===== src/rtl/stopwatch_pkg.sv =====
// Shared types and constants for the stopwatch counter slice.
package stopwatch_pkg;

  typedef enum logic [1:0] {
    IDLE  = 2'd0,
    RUN   = 2'd1,
    PAUSE = 2'd2
  } state_e;

  typedef logic [3:0] bcd_digit_t;

  localparam int CS_MAX  = 99;
  localparam int SEC_MAX = 59;

  // Two-digit packed BCD constant from a binary value 0..99.
  function automatic logic [7:0] to_bcd8(input int value);
    return {4'(value / 10), 4'(value % 10)};
  endfunction

endpackage


===== src/rtl/stopwatch_counter_if.sv =====
// Control/display bundle between the stopwatch counter and its neighbours.
// i_lap is present only when STOPWATCH_LAP_EN is defined.
interface stopwatch_counter_if;
  logic       i_basetick;
  logic       i_start_stop;
  logic       i_clear;
`ifdef STOPWATCH_LAP_EN
  logic       i_lap;
`endif
  logic       o_timerenb;
  logic       o_running;
  logic [7:0] o_cs_bcd;
  logic [7:0] o_sec_bcd;
  logic [7:0] o_min_bcd;
  logic       o_overflow;

`ifdef STOPWATCH_LAP_EN
  modport master (output i_basetick, i_start_stop, i_clear, i_lap,
                  input  o_timerenb, o_running, o_cs_bcd, o_sec_bcd, o_min_bcd, o_overflow);
  modport slave  (input  i_basetick, i_start_stop, i_clear, i_lap,
                  output o_timerenb, o_running, o_cs_bcd, o_sec_bcd, o_min_bcd, o_overflow);
`else
  modport master (output i_basetick, i_start_stop, i_clear,
                  input  o_timerenb, o_running, o_cs_bcd, o_sec_bcd, o_min_bcd, o_overflow);
  modport slave  (input  i_basetick, i_start_stop, i_clear,
                  output o_timerenb, o_running, o_cs_bcd, o_sec_bcd, o_min_bcd, o_overflow);
`endif
endinterface


===== src/rtl/bcd_digit_counter.sv =====
// Single BCD digit, counts 0..MODULUS-1; carry is high on the increment that wraps.
module bcd_digit_counter
  import stopwatch_pkg::*;
#(
  parameter int MODULUS = 10
) (
  input  logic       i_sclk,
  input  logic       i_reset,
  input  logic       inc,
  input  logic       clear,
  output bcd_digit_t digit,
  output logic       carry
);

  localparam bcd_digit_t LAST = bcd_digit_t'(MODULUS - 1);

  assign carry = inc & (digit == LAST);

  always_ff @(posedge i_sclk or posedge i_reset) begin
    if (i_reset)
      digit <= '0;
    else if (clear)
      digit <= '0;
    else if (inc)
      digit <= carry ? '0 : digit + 4'd1;
  end

endmodule


===== src/rtl/stopwatch_counter.sv =====
// Stopwatch control FSM and BCD mm:ss.cc accumulator fed by the 10 ms base tick.
// Optional lap snapshot display enabled by STOPWATCH_LAP_EN.
//
// state | meaning
// IDLE  | stopped, time zeroed, timer held
// RUN   | timer enabled, ticks accumulate
// PAUSE | timer held, time preserved
module stopwatch_counter
  import stopwatch_pkg::*;
#(
  parameter int MAX_MINUTES = 59
) (
  input  logic              i_sclk,
  input  logic              i_reset,
  stopwatch_counter_if.slave bus
);

  localparam logic [1:0] S_IDLE  = IDLE;
  localparam logic [1:0] S_RUN   = RUN;
  localparam logic [1:0] S_PAUSE = PAUSE;
  localparam logic [7:0] MIN_MAX_BCD = to_bcd8(MAX_MINUTES);

  logic [1:0] state_q, state_d;
  logic       bt_q, tick, count_en, running_q, overflow_q, wrap, min_clear;
  bcd_digit_t cs0, cs1, sec0, sec1, min0, min1;
  logic       c_cs0, c_cs1, c_sec0, c_sec1, c_min0, c_min1;
  logic [7:0] cs_live, sec_live, min_live;

  assign tick     = bus.i_basetick & ~bt_q;
  assign count_en = tick & (state_q == S_RUN);

  always_comb begin
    state_d = state_q;
    case (state_q)
      S_IDLE:  if (bus.i_start_stop) state_d = S_RUN;
      S_RUN:   if (bus.i_start_stop) state_d = S_PAUSE;
      S_PAUSE: if (bus.i_start_stop) state_d = S_RUN;
      default: state_d = S_IDLE;
    endcase
    if (bus.i_clear)
      state_d = S_IDLE;
  end

  always_ff @(posedge i_sclk or posedge i_reset) begin
    if (i_reset) begin
      state_q    <= S_IDLE;
      bt_q       <= 1'b0;
      running_q  <= 1'b0;
      overflow_q <= 1'b0;
    end else begin
      state_q    <= state_d;
      bt_q       <= bus.i_basetick;
      running_q  <= (state_d == S_RUN);
      if (bus.i_clear)
        overflow_q <= 1'b0;
      else if (wrap)
        overflow_q <= 1'b1;
    end
  end

  // Minutes wrap as a pair at MAX_MINUTES, so they take a synchronous clear rather than a modulus.
  assign wrap      = c_sec1 & (min_live == MIN_MAX_BCD);
  assign min_clear = bus.i_clear | wrap;

  bcd_digit_counter #(.MODULUS(10))             u_cs0  (.i_sclk, .i_reset, .inc(count_en), .clear(bus.i_clear), .digit(cs0),  .carry(c_cs0));
  bcd_digit_counter #(.MODULUS(CS_MAX / 10 + 1))  u_cs1  (.i_sclk, .i_reset, .inc(c_cs0),    .clear(bus.i_clear), .digit(cs1),  .carry(c_cs1));
  bcd_digit_counter #(.MODULUS(10))             u_sec0 (.i_sclk, .i_reset, .inc(c_cs1),    .clear(bus.i_clear), .digit(sec0), .carry(c_sec0));
  bcd_digit_counter #(.MODULUS(SEC_MAX / 10 + 1)) u_sec1 (.i_sclk, .i_reset, .inc(c_sec0),   .clear(bus.i_clear), .digit(sec1), .carry(c_sec1));
  bcd_digit_counter #(.MODULUS(10))             u_min0 (.i_sclk, .i_reset, .inc(c_sec1),   .clear(min_clear),   .digit(min0), .carry(c_min0));
  bcd_digit_counter #(.MODULUS(10))             u_min1 (.i_sclk, .i_reset, .inc(c_min0),   .clear(min_clear),   .digit(min1), .carry(c_min1));

  assign cs_live  = {cs1, cs0};
  assign sec_live = {sec1, sec0};
  assign min_live = {min1, min0};

  assign bus.o_timerenb = running_q;
  assign bus.o_running  = running_q;
  assign bus.o_overflow = overflow_q;

`ifdef STOPWATCH_LAP_EN
  logic       freeze_q;
  logic [7:0] snap_cs, snap_sec, snap_min;

  always_ff @(posedge i_sclk or posedge i_reset) begin
    if (i_reset) begin
      freeze_q <= 1'b0;
      snap_cs  <= '0;
      snap_sec <= '0;
      snap_min <= '0;
    end else if (bus.i_clear || (state_q == S_RUN && bus.i_start_stop)) begin
      freeze_q <= 1'b0;
    end else if (state_q == S_RUN && bus.i_lap) begin
      freeze_q <= ~freeze_q;
      if (!freeze_q) begin
        snap_cs  <= cs_live;
        snap_sec <= sec_live;
        snap_min <= min_live;
      end
    end
  end

  assign bus.o_cs_bcd  = freeze_q ? snap_cs  : cs_live;
  assign bus.o_sec_bcd = freeze_q ? snap_sec : sec_live;
  assign bus.o_min_bcd = freeze_q ? snap_min : min_live;
`else
  assign bus.o_cs_bcd  = cs_live;
  assign bus.o_sec_bcd = sec_live;
  assign bus.o_min_bcd = min_live;
`endif

  logic unused_carry;
  assign unused_carry = c_min1;

endmodule


===== src/flat_wrapper.sv =====
// flat-port wrapper written by rule: the top's interface ports become plain ports
module stopwatch_counter_flat import stopwatch_pkg::*;
#(
  parameter int MAX_MINUTES = 59
)
  (i_sclk, i_reset, bus_i_basetick, bus_i_start_stop, bus_i_clear, bus_o_timerenb, bus_o_running, bus_o_cs_bcd, bus_o_sec_bcd, bus_o_min_bcd, bus_o_overflow);
  stopwatch_counter_if bus_i ();
  input  logic i_sclk;
  input  logic i_reset;
  input wire logic [$bits(bus_i.i_basetick)-1:0] bus_i_basetick;
  input wire logic [$bits(bus_i.i_start_stop)-1:0] bus_i_start_stop;
  input wire logic [$bits(bus_i.i_clear)-1:0] bus_i_clear;
  output wire logic [$bits(bus_i.o_timerenb)-1:0] bus_o_timerenb;
  output wire logic [$bits(bus_i.o_running)-1:0] bus_o_running;
  output wire logic [$bits(bus_i.o_cs_bcd)-1:0] bus_o_cs_bcd;
  output wire logic [$bits(bus_i.o_sec_bcd)-1:0] bus_o_sec_bcd;
  output wire logic [$bits(bus_i.o_min_bcd)-1:0] bus_o_min_bcd;
  output wire logic [$bits(bus_i.o_overflow)-1:0] bus_o_overflow;
  assign bus_i.i_basetick = bus_i_basetick;
  assign bus_i.i_start_stop = bus_i_start_stop;
  assign bus_i.i_clear = bus_i_clear;
  assign bus_o_timerenb = bus_i.o_timerenb;
  assign bus_o_running = bus_i.o_running;
  assign bus_o_cs_bcd = bus_i.o_cs_bcd;
  assign bus_o_sec_bcd = bus_i.o_sec_bcd;
  assign bus_o_min_bcd = bus_i.o_min_bcd;
  assign bus_o_overflow = bus_i.o_overflow;
  stopwatch_counter #(.MAX_MINUTES(MAX_MINUTES)) u_core (.i_sclk(i_sclk), .i_reset(i_reset), .bus(bus_i));
endmodule

===== config.mk =====
export PLATFORM = sky130hd
export DESIGN_NAME = stopwatch_counter_flat
export DESIGN_NICKNAME = d
export VERILOG_FILES = /design/src/rtl/stopwatch_pkg.sv /design/src/rtl/stopwatch_counter_if.sv /design/src/rtl/bcd_digit_counter.sv /design/src/rtl/stopwatch_counter.sv /design/src/flat_wrapper.sv
export SDC_FILE = /design/constraint.sdc
export NUM_CORES = 1
export LEC_CHECK = 0
export BUFFER_PORTS_ARGS = -buffer_cell sky130_fd_sc_hd__buf_2
export CORE_MARGIN = 8
export CORE_UTILIZATION = 50
export CTS_BUF_LIST = sky130_fd_sc_hd__clkbuf_8
export CTS_CLUSTER_DIAMETER = 80
export CTS_CLUSTER_SIZE = 24
export DETAILED_ROUTE_END_ITERATION = 8
export PLACE_DENSITY = 0.78
export SETUP_SLACK_MARGIN = 0.4
export SLEW_MARGIN = 40
export SYNTH_ARGS = -nofsm -noshare
export SYNTH_HDL_FRONTEND = slang
export SYNTH_SLANG_ARGS = --single-unit

===== constraint.sdc =====
create_clock -name i_sclk -period 1.8 [get_ports i_sclk]
set_clock_uncertainty 0.1 [all_clocks]
set_input_delay 0.09 -clock i_sclk [delete_from_list [all_inputs] [get_ports i_sclk]]
set_output_delay 0.09 -clock i_sclk [all_outputs]
set_load 0.005 [all_outputs]

==> results of run 1 <==
## worst paths after layout
path | endpoint | slack (ns) | depth (start not counted)
min reg2reg | u_core.u_min0.digit[3] | 0.43 | 1
max in group asynchronous | u_core.u_sec0.digit[2] | 1.02 | 4
max reg2reg | u_core.u_min0.digit[1] | -0.09 | 6
min | u_core.bus.o_running | 0.03 | 3
max | u_core.u_min0.digit[1] | -0.09 | 6
min in group asynchronous | u_core.u_sec0.digit[0] | 0.31 | 4
## repair_timing
item / 4_1_cts / 5_1_grt
buffers inserted: 4 / 5
endpoints found under the setup margin: 25 / 25
gates cloned: 1 / 0
resized for setup: 15 / 16
hold endpoints to repair: 30 / 0
hold buffers: 2 / 0
pin swaps: 6 / 14
## per-layer routing
metal	global-route usage [%]	vias up	wire (um)
li1	-	803	-
met1	18.4	797	1840
met2	28.4	39	2350
met3	4.72	6	198
met4	4.66	0	45
met5	0	-	0
## critical path, stage by stage (launching register included)
cell and delay [ns]:
dfrtp_1 0.39, inv_2 0.08, ha_4 0.13, and3b_2 0.27, nand4_4 0.14, or4_4 0.56, a21oi_2 0.15
## state kept, by name (all words and copies together), names as in the netlist
signal,count
u_core.u_cs1.digit,4
u_core.state_q,2
u_core.u_min1.digit,4
u_core.u_sec0.digit,4
u_core.u_sec1.digit,4
u_core.bus.o_running,1
u_core.u_cs0.digit,4
u_core.bus.o_overflow,1
u_core.u_min0.digit,4
u_core.bt_q,1
## cell type report
cell class / count / share of cell area [%]
tap: 46 / 2.34
inverter: 10 / 1.53
multi-input combinational: 135 / 42.2
clock buffer: 7 / 3.92
sequential: 29 / 29.5
clock inverter: 1 / 0.204
timing repair buffer: 72 / 20.3
## metrics by stage
| step | power [W] | std cells |
|---|---|---|
| floorplan | 0.000711 | 180 |
| global placement | 0.000735 | 280 |
| detailed placement | 0.000736 | 280 |
| finish | 0.00133 | 300 |
| global route | 0.00138 | 300 |
| CTS | 0.00133 | 295 |
## kinds of logic (layout without fill, tap and decap cells)
logic type,after synthesis,in the layout
AND/OR/NAND/NOR,77,78
AO/OA/AOI/OAI,41,41
flip-flops,29,29
adder cells (fa/ha/maj),12,12
XOR/XNOR,2,2
multiplexers,2,2
buffers and inverters,17,90
## cell usage in the layout, fill, tap and decap left out, types with 2 or more instances in the layout
cell type,n
buf_4,33
buf_2,31
dfrtp_1,29
a21oi_1,20
nor2_1,13
nand2_1,12
ha_1,10
nand3_1,9
inv_1,8
o21ai_0,7
clkbuf_8,7
or3_1,6
nand3b_1,5
buf_6,5
o21ai_1,4
nor3_1,4
and2_1,4
and3b_2,3
or4_1,3
nor4_4,3
nor2b_1,3
nand2_2,3
and3b_1,2
a41oi_2,2
inv_2,2
o311ai_2,2
ha_4,2
dlygate4sd3_1,2
## Yosys cell counts, drive strengths merged (2+ instances only)
| library cell | instances | area (um2) |
|---|---|---|
| o21ai | 11 | 55.1 |
| o311ai | 2 | 17.5 |
| clkbuf | 5 | 18.8 |
| nor2 | 13 | 48.8 |
| dfrtp | 29 | 726 |
| a21oi | 21 | 105 |
| nor4 | 3 | 33.8 |
| and3b | 5 | 43.8 |
| a41oi | 3 | 26.3 |
| inv | 10 | 37.5 |
| nand3b | 5 | 37.5 |
| nor3 | 5 | 25.0 |
| or3 | 7 | 43.8 |
| nand2 | 15 | 56.3 |
| and2 | 4 | 25.0 |
| buf | 2 | 15.0 |
| nor2b | 3 | 18.8 |
| or4 | 4 | 30.0 |
| nand3 | 10 | 55.1 |
| ha | 12 | 150 |
## power breakdown
| group | switching, W | total, W | internal [W] |
|---|---|---|---|
| sequential | 0.00000494 | 0.000663 | 0.000658 |
| clock | 0.000247 | 0.000592 | 0.000345 |
| combinational | 0.0000450 | 0.0000740 | 0.0000290 |
| total | 0.000297 | 0.00133 | 0.00103 |
==> summary.txt, run 1 <==
Clock network
  • CTS root buf: clkbuf_8
  • H-tree depth: 2
  • Clock-pin slew on the worst setup and hold paths: around 0.07 ns
  • CTS tree: done
  • Num CTS Buffers: 5
  • Max clock buf depth: 2
  • Clock insertion delay at the later pin of the skew report: 0.28 ns
  • CTS Sinks: 29

GRT
  • First-pass GRT wire length: approximately 7000 um
  • Pin count of the biggest net entering global routing: 30
  • Gr usage total: 16.2%
  • Vias in the first global route: 1,517
  • Gr ovfl total: 0
  • Initial antenna violation count: 0

Finish
  • Syn-to-layout area delta: 45.9%
  • Final core utilization: 74.9%
  • Layout cells sized above 1: roughly 41%
  • Footprint of the multi-input gates: 0.00104 mm2
  • Diode count: 0
  • Register Area: 726 um2
  • Fin nets: 270
  • Fillers: around 210
  • Fin area: about 0.0025 mm2

Hold path
  • Hold_sp: bus_i_start_stop
  • Worst hold path class: primary input to flop

Floorplanning
  • Site row count: 21
  • Die Ht: 74.1 um
  • Die width: 74.1 um
  • Initial Utilization: just over 50%
  • Core area: 0.00328 mm2
  • Area of the die: 0.00548 mm2
  • Io pins: 32

Routing
  • DR pass1 iterations: 4
  • Wirelength per Cell: 14.8 um
  • Initial drt markers: 87
  • DRC violation count after routing: 0
  • DRT Wirelength: between 4000 and 5000 um
  • Vias/cell: around 5.5
  • Via Count: 1,645
  • Antenna viol nets, final: 0

Worst setup path
  • Setup CP Type: flop to flop
  • Crit. Startpoint: u_core.u_cs1.digit[1]
  • Crit path required time: 1.91 ns
  • Critical path peak fanout: 5
  • FF-to-FF Start: u_core.u_cs1.digit[1]
  • Worst setup SP type: flop
  • Crit path DAT: around 2.0 ns
  • CP endpoint kind: flop

Synthesis
  • Mapped Nets: roughly 200
  • Synthesized area: 0.00169 mm2
  • Main combinational cell family by area after synthesis: simple AND/OR/NAND/NOR gates
  • Count of cell types in the netlist: 34
  • Synth async-reset ratio: 100%
  • Post-synthesis compound-gate area fraction: 14.0%
  • Yosys Warn Count: 0
  • Synth Area in Adders: 8.91%
  • Syn_area_per_cell: ~9.4 um2
  • Simple-Gate Fraction of Synth Area: 27.5%
  • Ys flop type: dfrtp_1
  • #FFs+latches synth: 29
  • Synth Area in XOR/XNOR: 1.04%
  • Mux cell area share after synthesis: roughly 1.3%
  • Post-synth EDFFs: 0
  • Sequential area share after synthesis: 43.1%
  • Syn Inst Count: 180

Timing
  • Worst setup margin: -0.0881 ns
  • Setup_tns: -0.228 ns
  • Hold Vio Cnt, Final: 0
  • Minimum clock period: about 1.9 ns
  • Max Fclk: 530 MHz
  • Hold WS: approximately 0.033 ns
  • Unrepaired setup endpoints after global routing: yes
  • Tcrit/Tclk final: 105%
  • # setup viols final: 5
  • Worst-margin pin slew: 0.549 ns
  • Slew Limit Headroom: 63.4%
  • Pins over their slew limit: 0

Flow run
  • MaxCap Viol Count: 0

Place
  • Placement Setup Slack: -0.0778 ns
  • Area post-placement: 0.00212 mm2
  • RePlAce Congestion: between 0.7 and 0.8
  • PortBufs: 31
  • Dpl hpwl: 2840 um

Outcome
  • Status: finished with violations
  • Violated checks: negative setup slack

Power and ir drop
  • Max IR drop VDD: 0.494 mV
  • Power per cell area: 540 mW/mm2
  • Leak pwr: 1.19 nW
(Power assumes the default switching activity.)
==> run 2: changes to the inputs <==
Settings changed: CORE_UTILIZATION 50 to 57, PLACE_DENSITY 0.78 to 0.84.
Clock period 1.8 ns to 1.9 ns, I/O delays scaled along.
==> run 2 against run 1 <==
  * Critical path type unchanged
  * Power is 4.0% lower
  * Wire length increased by 33%
  * Global-route usage rose by 4.8 points
  * Critical path depth grew 1
  * The run still ends with negative setup slack left
  * Via count up 11%
  * Largest power group unchanged
  * Worst setup slack better by 0.036 ns
==> summary.txt, run 2 (synthesis results as in run 1) <==
Power and ir drop
  • Combinational Power Share: 5.5% (about the same)
  • Seq pwr share: 49.3% (-0.6 points)
  • Int Pwr: 0.000976 W (-5.5%)
  • Clock network power share: 45.2% (+0.7 points)
  • Switching Fraction: 23.5% (+1.2 points)
  • Leak pwr: 1.17 nW (-1.6%)
  • Max IR drop VDD: 0.647 mV (+31%)
  • Power per cell area: 521 mW/mm2 (-3.5%)
  • NetSw: 0.000299 W (+0.93%)

Finish
  • Fin area: 0.00245 mm2 (-0.51%)
  • Syn-to-layout area delta: 45.1%
  • Most common cell after layout, fill and taps aside: buf_2
  • Fin nets: 266 (-1.5%)
  • Most frequent cells in the layout: 31 x buf_2, 28 x buf_4, 28 x dfrtp_1, 15 x nand2_1, 15 x a21oi_1
  • Fillers: 122 (-41%)
  • Layout cells sized above 1: 44.4% (+3.1 points)
  • Diode count: 0 (unchanged)

Clock network
  • Max clock buf depth: 2 (unchanged)
  • Num CTS Buffers: 5 (unchanged)
  • H-tree depth: 2 (unchanged)
  • CTS Sinks: 29 (unchanged)
  • CTS root buf: clkbuf_8
  • Clock-pin slew on the worst setup and hold paths: 0.06 ns (about the same)
  • Clock insertion delay at the later pin of the skew report: 0.29 ns (about the same)
  • CTS tree: done

Flow run
  • MaxCap Viol Count: 0 (unchanged)

Routing
  • Wl on met1: 2340 um (+27%)
  • Initial drt markers: 294 (+240%)
  • Antenna viol nets, final: 0 (unchanged)
  • DR WL met2: 2930 um (+25%)
  • Wirelength per Cell: 21.1 um (+42%)
  • Met3 wire len: 510 um (+160%)
  • Vias/cell: 6.47 (+18%)
  • DR pass1 iterations: 7 (+3)
  • DRC violation count after routing: 0 (unchanged)
  • Top Layer Used: met4
  • DRT Wirelength: 5920 um (+33%)
  • Via Count: 1,818 (+11%)

Place
  • Placement Setup Slack: -0.0830 ns (-0.00521 ns)
  • Dpl hpwl: 3010 um (+5.9%)
  • RePlAce Congestion: 0.842 (+5.5%)
  • Area post-placement: 0.00195 mm2 (-7.9%)
  • PortBufs: 31 (unchanged)

Timing
  • # setup viols final: 4 (-1)
  • Worst setup margin: -0.0524 ns (+0.0357 ns)
  • Worst-margin pin slew: 0.591 ns (+0.0413 ns)
  • Max Fclk: 512 MHz (-3.3%)
  • Minimum clock period: 1.95 ns (+0.0643 ns)
  • Tcrit/Tclk final: 103% (-2.1 points)
  • Hold Vio Cnt, Final: 0 (unchanged)
  • Pins over their slew limit: 0 (unchanged)
  • Slew Limit Headroom: 60.6% (-2.8 points)
  • Unrepaired setup endpoints after global routing: yes

Worst setup path
  • Crit path required time: 2.00 ns (+0.09 ns)
  • Setup CP Type: flop to flop
  • Crit. Startpoint: u_core.u_cs1.digit[1]
  • FF-to-FF Start: u_core.u_cs1.digit[1]
  • Worst setup SP type: flop
  • Crit path DAT: 2.06 ns (+0.06 ns)
  • CP endpoint kind: flop
  • Reg2reg setup slack: -0.05 ns (+0.04 ns)
  • Critical path peak fanout: 4 (-1)

GRT
  • Gr ovfl total: 0 (unchanged)
  • Vias in the first global route: 1,766 (+16%)
  • Initial antenna violation count: 0 (unchanged)
  • First-pass GRT wire length: 8630 um (+26%)
  • Gr usage total: 20.9% (+4.8 points)
  • Pin count of the biggest net entering global routing: 30 (unchanged)

Floorplanning
  • Die width: 70.4 um (-5.0%)
  • Site row count: 19 (-9.5%)
  • Area of the die: 0.00495 mm2 (-9.7%)
  • Initial Utilization: 60.6% (+9.3 points)
  • Io pins: 32 (unchanged)
  • Core area: 0.00278 mm2 (-15%)
  • Die Ht: 70.4 um (-5.0%)

Outcome
  • Violated checks: negative setup slack
  • Status: finished with violations

Hold path
  • Worst hold path class: primary input to flop
  • Hold_sp: bus_i_start_stop
-- run 2: changes by cell type in the layout (fill, tap and decap cells not counted), moves of 3 or more --
cell	before	now
or4_4	1	4
buf_4	33	28
nand2_1	12	15
a21oi_1	20	15
or4_1	3	0
nand2_2	3	0
a21oi_2	1	6
-- run 2: final timing paths --
| check | endpoint | depth (start not counted) |
|---|---|---|
| max | u_core.u_min0.digit[0] | 7 |
| min | u_core.bus.o_running | 3 |
| max reg2reg | u_core.u_min0.digit[0] | 7 |
| min reg2reg | u_core.bus.o_overflow | 2 |
| max in group asynchronous | u_core.u_cs0.digit[0] | 4 |
| min in group asynchronous | u_core.u_min1.digit[0] | 4 |
-- run 2: metal layers --
layer / vias to the layer above / GRT usage [%]
met5: - / 0
met4: 0 / 8.04
met3: 20 / 7.06
met2: 126 / 35.4
met1: 882 / 23.5
li1: 790 / -
-- run 2: worst max-delay path: stages (launching register included) --
cell	delay, ns
dfrtp_1	0.39
inv_1	0.08
ha_2	0.18
and3b_2	0.25
nand4_4	0.15
buf_6	0.15
or4_4	0.42
a21oi_2	0.16
-- run 2: area by class of cell --
cell class,instances,area [um2],area share (%)
multi-input cells,135,1080,44.0
flip-flops and latches,29,727,29.7
repair buffers,68,464,19.0
clock buffers,7,96.3,3.94
well taps,31,38.8,1.59
inverters,10,37.5,1.53
clock inverters,1,5.00,0.205
-- run 2: power groups by stage --
stage / clock network [W] / logic (W) / registers [W]
floorplan: 0 / 0.0000346 / 0.000639
global placement: 0 / 0.0000508 / 0.000639
detailed placement: 0 / 0.0000536 / 0.000640
CTS: 0.000573 / 0.0000663 / 0.000628
global route: 0.000597 / 0.0000773 / 0.000629
finish: 0.000576 / 0.0000704 / 0.000629
-- run 2: timing repair --
action                     4_1_cts  5_1_grt
buffers inserted                18        5
hold endpoints to repair        30        0
hold buffers                     2        0
pin swaps                       22        7
setup endpoints to repair       24       24
resized for setup               24       20
cloned                           1        0
-- run 2: through the flow --
stage	hold WS (ns)	TNS, ns	utilization (%)	cells	total power (W)
global placement	0.0767	0	70.2	247	0.000690
floorplan	0.0264	0	-	180	0.000674
detailed placement	0.101	-0.161	70.2	247	0.000694
CTS	0.0360	0	83.5	276	0.00127
finish	0.0472	-0.121	87.9	281	0.00127
global route	0.0695	-0.459	87.9	281	0.00130
